$ cat src/rtl/memory_fifo_tester_if.sv
// rtl/memory_fifo_tester_if.sv - host-side load/transfer/drain signals of memory_fifo_tester
interface memory_fifo_tester_if #(
    parameter int DATA_W = 8
);
    logic              W_en;
    logic [DATA_W-1:0] port_A;
    logic              s_sig;
    logic              R_en;
    logic [DATA_W-1:0] port_D;
    logic              fifo_empty;
    logic              fifo_full;
    logic              xfer_done;

    modport master (
        output W_en, port_A, s_sig, R_en,
        input  port_D, fifo_empty, fifo_full, xfer_done
    );

    modport slave (
        input  W_en, port_A, s_sig, R_en,
        output port_D, fifo_empty, fifo_full, xfer_done
    );
endinterface

$ cat src/rtl/memory_fifo_tester.sv
// rtl/memory_fifo_tester.sv - feature memory -> FIFO -> weight memory transfer block
module memory_fifo_tester #(
    parameter int DATA_W     = 8,
    parameter int MEM_DEPTH  = 16,
    parameter int FIFO_DEPTH = 8
) (
    input logic                   clk,
    input logic                   rst1,
    memory_fifo_tester_if.slave   bus
);
    localparam int MAW = $clog2(MEM_DEPTH);
    localparam int CW  = MAW + 1;
    localparam int FAW = $clog2(FIFO_DEPTH);
    localparam int PW  = FAW + 1;
    localparam logic [CW-1:0] MEM_DEPTH_C = CW'(MEM_DEPTH);
    localparam logic [4:0]    RD_CNT_MAX  = 5'd31;

    logic [DATA_W-1:0] feature_mem_q [MEM_DEPTH];
    logic [DATA_W-1:0] feature_mem_d [MEM_DEPTH];
    logic [DATA_W-1:0] weight_mem_q  [MEM_DEPTH];
    logic [DATA_W-1:0] weight_mem_d  [MEM_DEPTH];
    logic [DATA_W-1:0] fifo_mem_q    [FIFO_DEPTH];
    logic [DATA_W-1:0] fifo_mem_d    [FIFO_DEPTH];

    logic [MAW-1:0]    wr_addr_q, wr_addr_d;
    logic [CW-1:0]     src_cnt_q, src_cnt_d;
    logic [PW-1:0]     wptr_q, wptr_d;
    logic [PW-1:0]     rptr_q, rptr_d;
    logic [MAW-1:0]    j_q, j_d;
    logic [4:0]        read_sync_cntr_q, read_sync_cntr_d;
    logic [DATA_W-1:0] port_d_q, port_d_d;

    logic fifo_empty;
    logic fifo_full;
    logic push_en;
    logic pop_en;

    always_comb begin
        feature_mem_d    = feature_mem_q;
        weight_mem_d     = weight_mem_q;
        fifo_mem_d       = fifo_mem_q;
        wr_addr_d        = wr_addr_q;
        src_cnt_d        = src_cnt_q;
        wptr_d           = wptr_q;
        rptr_d           = rptr_q;
        j_d              = j_q;
        read_sync_cntr_d = read_sync_cntr_q;
        port_d_d         = port_d_q;

        // Extra wrap bit on each pointer separates full from empty when low bits match.
        fifo_empty = (wptr_q == rptr_q);
        fifo_full  = (wptr_q[FAW-1:0] == rptr_q[FAW-1:0]) && (wptr_q[FAW] != rptr_q[FAW]);
        push_en    = bus.s_sig && !fifo_full && (src_cnt_q < MEM_DEPTH_C);
        pop_en     = bus.R_en && !fifo_empty;

        if (bus.W_en) begin
            feature_mem_d[wr_addr_q] = bus.port_A;
            wr_addr_d                = wr_addr_q + MAW'(1);
        end

        // Push reads feature_mem_q, so a same-cycle load to that entry is not seen.
        if (push_en) begin
            fifo_mem_d[wptr_q[FAW-1:0]] = feature_mem_q[src_cnt_q[MAW-1:0]];
            wptr_d                      = wptr_q + PW'(1);
            src_cnt_d                   = src_cnt_q + CW'(1);
        end

        if (pop_en) begin
            port_d_d        = fifo_mem_q[rptr_q[FAW-1:0]];
            weight_mem_d[j_q] = fifo_mem_q[rptr_q[FAW-1:0]];
            rptr_d          = rptr_q + PW'(1);
            j_d             = j_q + MAW'(1);
            if (read_sync_cntr_q != RD_CNT_MAX) begin
                read_sync_cntr_d = read_sync_cntr_q + 5'd1;
            end
        end
    end

    always_ff @(posedge clk or negedge rst1) begin
        if (!rst1) begin
            for (int i = 0; i < MEM_DEPTH; i++) begin
                feature_mem_q[i] <= '0;
                weight_mem_q[i]  <= '0;
            end
            for (int i = 0; i < FIFO_DEPTH; i++) begin
                fifo_mem_q[i] <= '0;
            end
            wr_addr_q        <= '0;
            src_cnt_q        <= '0;
            wptr_q           <= '0;
            rptr_q           <= '0;
            j_q              <= '0;
            read_sync_cntr_q <= '0;
            port_d_q         <= '0;
        end else begin
            feature_mem_q    <= feature_mem_d;
            weight_mem_q     <= weight_mem_d;
            fifo_mem_q       <= fifo_mem_d;
            wr_addr_q        <= wr_addr_d;
            src_cnt_q        <= src_cnt_d;
            wptr_q           <= wptr_d;
            rptr_q           <= rptr_d;
            j_q              <= j_d;
            read_sync_cntr_q <= read_sync_cntr_d;
            port_d_q         <= port_d_d;
        end
    end

    assign bus.port_D     = port_d_q;
    assign bus.fifo_empty = fifo_empty;
    assign bus.fifo_full  = fifo_full;
    assign bus.xfer_done  = (src_cnt_q == MEM_DEPTH_C);
endmodule

$ cat src/flat_wrapper.sv
// flat-port wrapper written by rule: the top's interface ports become plain ports
module memory_fifo_tester_flat 
#(
    parameter int DATA_W     = 8,
    parameter int MEM_DEPTH  = 16,
    parameter int FIFO_DEPTH = 8
)
  (clk, rst1, bus_W_en, bus_port_A, bus_s_sig, bus_R_en, bus_port_D, bus_fifo_empty, bus_fifo_full, bus_xfer_done);
  memory_fifo_tester_if #(.DATA_W(DATA_W)) bus_i ();
  input logic clk;
  input logic rst1;
  input wire logic [$bits(bus_i.W_en)-1:0] bus_W_en;
  input wire logic [$bits(bus_i.port_A)-1:0] bus_port_A;
  input wire logic [$bits(bus_i.s_sig)-1:0] bus_s_sig;
  input wire logic [$bits(bus_i.R_en)-1:0] bus_R_en;
  output wire logic [$bits(bus_i.port_D)-1:0] bus_port_D;
  output wire logic [$bits(bus_i.fifo_empty)-1:0] bus_fifo_empty;
  output wire logic [$bits(bus_i.fifo_full)-1:0] bus_fifo_full;
  output wire logic [$bits(bus_i.xfer_done)-1:0] bus_xfer_done;
  assign bus_i.W_en = bus_W_en;
  assign bus_i.port_A = bus_port_A;
  assign bus_i.s_sig = bus_s_sig;
  assign bus_i.R_en = bus_R_en;
  assign bus_port_D = bus_i.port_D;
  assign bus_fifo_empty = bus_i.fifo_empty;
  assign bus_fifo_full = bus_i.fifo_full;
  assign bus_xfer_done = bus_i.xfer_done;
  memory_fifo_tester #(.DATA_W(DATA_W), .MEM_DEPTH(MEM_DEPTH), .FIFO_DEPTH(FIFO_DEPTH)) u_core (.clk(clk), .rst1(rst1), .bus(bus_i));
endmodule
$ cat config.mk
export PLATFORM = sky130hd
export DESIGN_NAME = memory_fifo_tester_flat
export DESIGN_NICKNAME = d
export VERILOG_FILES = /design/src/rtl/memory_fifo_tester_if.sv /design/src/rtl/memory_fifo_tester.sv /design/src/flat_wrapper.sv
export SDC_FILE = /design/constraint.sdc
export NUM_CORES = 1
export LEC_CHECK = 0
export ABC_AREA = 1
export BUFFER_PORTS_ARGS = -buffer_cell sky130_fd_sc_hd__buf_2
export CAP_MARGIN = 10
export CORE_MARGIN = 3
export CORE_UTILIZATION = 35
export CTS_CLUSTER_DIAMETER = 40
export CTS_CLUSTER_SIZE = 16
export DETAILED_ROUTE_END_ITERATION = 7
export PLACE_DENSITY = 0.48
export SETUP_SLACK_MARGIN = 0.05
export SYNTH_ARGS = -nofsm -noshare
export SYNTH_HDL_FRONTEND = slang
export SYNTH_SLANG_ARGS = --single-unit
export TNS_END_PERCENT = 10
$ cat constraint.sdc
create_clock -name clk -period 2.9 [get_ports clk]
set_input_delay 0.58 -clock clk [delete_from_list [all_inputs] [get_ports clk]]
set_output_delay 0.58 -clock clk [all_outputs]
set_load 0.1 [all_outputs]
==> results.yml <==
yosys:
  synth_cell_types: 32
  syn-num-nets: 1433
  synth.avg_cell_area_um2: 7.52
  ys_seq_area_frac: 0.511
  yosysTopAreaCell: "dfrtp_1"
  yosysTopAreaCellShare: 0.511
  syn-instance-count: 1412
  ys_ff_latch: 217
  synth.area.top_cells: "dfrtp_1, nand2_1, o21ai_0"
  syn_area_um2: 10600
  yosys_warnings: 0
worst_setup_path:
  crit_type: "flip-flop to output port"
  path_max_fanout: 13
  cp.required_ns: 2.32
  arrival_ns: 2.08
  setup.worst_path.start_class: "flip-flop"
  rr_worst_depth: 6
  end_kind: "output port"
clock_tree:
  cts_tree: "yes"
  clock_latency_ns: 0.52
  htreeDepth: 2
  clock_path_buffers: 3
  holdBufCountCts: 0
  clk_pin_slew_ns: 0.05
  clock_sinks: 217
  cts-resized-gates: 0
  cts_root_buffer: "clkbuf_16"
  numCtsBuffers: 41
  cts_setup_buffers: 0
timing:
  hold_viol: 0
  tns_ns: 0
  relSlewSlack: 0.484
  period_share: 0.919
  finalSetupViolations: 0
  finalMaxSlewViolations: 0
  fin_skew_ns: 0.0210
  worstMarginPinSlew_ns: 0.774
  grt_setup_unrepaired: "false"
  fmaxAchievable_ghz: 0.375
  period_needed_ns: 2.66
power:
  leakagePower_nw: 6.59
  ir_drop_v: 0.000581
  p_per_area_nw_per_um2: 1310
outcome:
  status: "finished clean"
floorplan:
  design.die.area_um2: 32500
  die-width_um: 180
  die_h_um: 180
  io_pins: 24
  rows: 63
  start_util: 0.356
  coreArea_um2: 29800
finish:
  final_cell_mix: "nand2_1, dfrtp_1, o21ai_0"
  area_growth_pct: 18.4
  drive_gt1_frac: 0.0940
  nets: 1457
  final_common_cell: "nand2_1"
  fin_cells: 1858
  n_antenna_cell: 0
placement:
  dp.final_hpwl_mm: 19.2
  placed_cells: 1783
  place.gp.congestion: 0.778
  numPortBuffers: 23
min_path:
  hold_path.class: "input pin to async pin"
global_route:
  grt_max_degree: 73
  grt_pass1_wl_mm: 49.2
  grt_overflow: 0
  antenna_found_initial: 0
  grt_pass1_vias: 8507
  grt_use_total: 0.187
drt:
  detail_route.vias_per_cell: 4.75
  wl_per_cell_um: 16.2
  drcViolationCount: 0
  via_count: 8825
  first_iter_violations: 691
  drt-pass1-iter-count: 5
  ant_nets: 0
  routed_wl_mm: 30.2
job:
  drv_cap: 0
## synthesized netlist by cell type
cell type and instances:
nand2_1 617, dfrtp_1 217, o21ai_0 169, inv_1 146, nand3_1 85, nor2_1 52
clkbuf_1 35, buf_2 19, ha_1 8, nand4_1 8, o22ai_1 8, xor2_1 8
nor2_8 6, inv_2 5, buf_1 4, o21ai_1 4, clkinv_1 3, buf_4 2
buf_6 2, nor2_2 2, a21oi_1 1, buf_12 1, inv_4 1, inv_6 1
nand2_2 1, nand2_4 1, nand3_2 1, nand4_4 1, nor3_1 1, o21bai_1 1
xnor2_1 1, xnor2_2 1
## area by class of cell
type / instances / area, um^2
Fill cell: 3073 / 17200
Sequential cell: 217 / 5430
Multi-Input combinational cell: 976 / 4300
Clock buffer: 53 / 1170
Inverter: 156 / 593
Tap cell: 390 / 488
Timing Repair Buffer: 44 / 338
Clock inverter: 22 / 253
## through the flow
step	worst slack [ns]	hold slack [ns]	util	cell area [um^2]	power (W)
6_report	0.236	0.0560	0.422	12600	0.0165
5_1_grt	0.0747	0.0988	0.422	12600	0.0179
4_1_cts	0.208	0.0704	0.422	12600	0.0167
3_5_place_dp	0.617	0.460	0.374	11200	0.0118
3_3_place_gp	0.632	0.458	0.374	11200	0.0117
2_1_floorplan	0.175	0.284	-	10600	0.00979
## worst max-delay path, cell delays in order (launching register included)
cell and delay [ns]:
dfrtp_1 0.53, inv_2 0.20, nand2_1 0.09, a21oi_1 0.14, nand3_1 0.12, inv_1 0.07
buf_2 0.42
## sequential cells by signal (all words and copies together) (netlist names)
name,flops
u_core.bus.port_D,8
u_core.fifo_mem_q,64
u_core.wptr_q,4
u_core.src_cnt_q,5
u_core.wr_addr_q,4
u_core.rptr_q,4
u_core.feature_mem_q,128
## power breakdown
| part | total [W] | internal [W] | switching (W) |
|---|---|---|---|
| sequential | 0.00522 | 0.00443 | 0.000792 |
| combinational | 0.00647 | 0.00189 | 0.00458 |
| clock | 0.00484 | 0.00322 | 0.00162 |
| total | 0.0165 | 0.00953 | 0.00699 |
## routing by layer
metal / vias to the layer above / part of all wire / GRT usage
li1: 4435 / - / -
met1: 4184 / 0.50 / 0.284
met2: 161 / 0.43 / 0.280
met3: 45 / 0.047 / 0.0287
met4: 0 / 0.019 / 0.0448
met5: - / 0 / 0
## worst paths after layout
| path | startpoint | to | slack [ns] |
|---|---|---|---|
| setup / recovery | u_core.rptr_q[2] | bus_fifo_empty | 0.24 |
| max in group asynchronous | rst1 | u_core.feature_mem_q[35] | 2.09 |
| min in group clk | bus_port_A[3] | u_core.feature_mem_q[11] | 0.35 |
| hold reg to reg | u_core.bus.port_D[1] | u_core.bus.port_D[1] | 0.47 |
| hold / removal | rst1 | u_core.feature_mem_q[34] | 0.06 |
| setup reg to reg | u_core.src_cnt_q[2] | u_core.fifo_mem_q[55] | 0.60 |
## cells by family (layout without fill, tap and decap cells)
family / after synthesis / after routing / share of synthesized area
simple gates: 775 / 775 / 0.299
buf+inv: 219 / 275 / 0.0840
flops: 217 / 217 / 0.511
xor+xnor: 10 / 10 / 0.00896
fa+ha+maj: 8 / 8 / 0.00943
compound gates: 183 / 183 / 0.0874
Power figures use the tool's default switching activity.
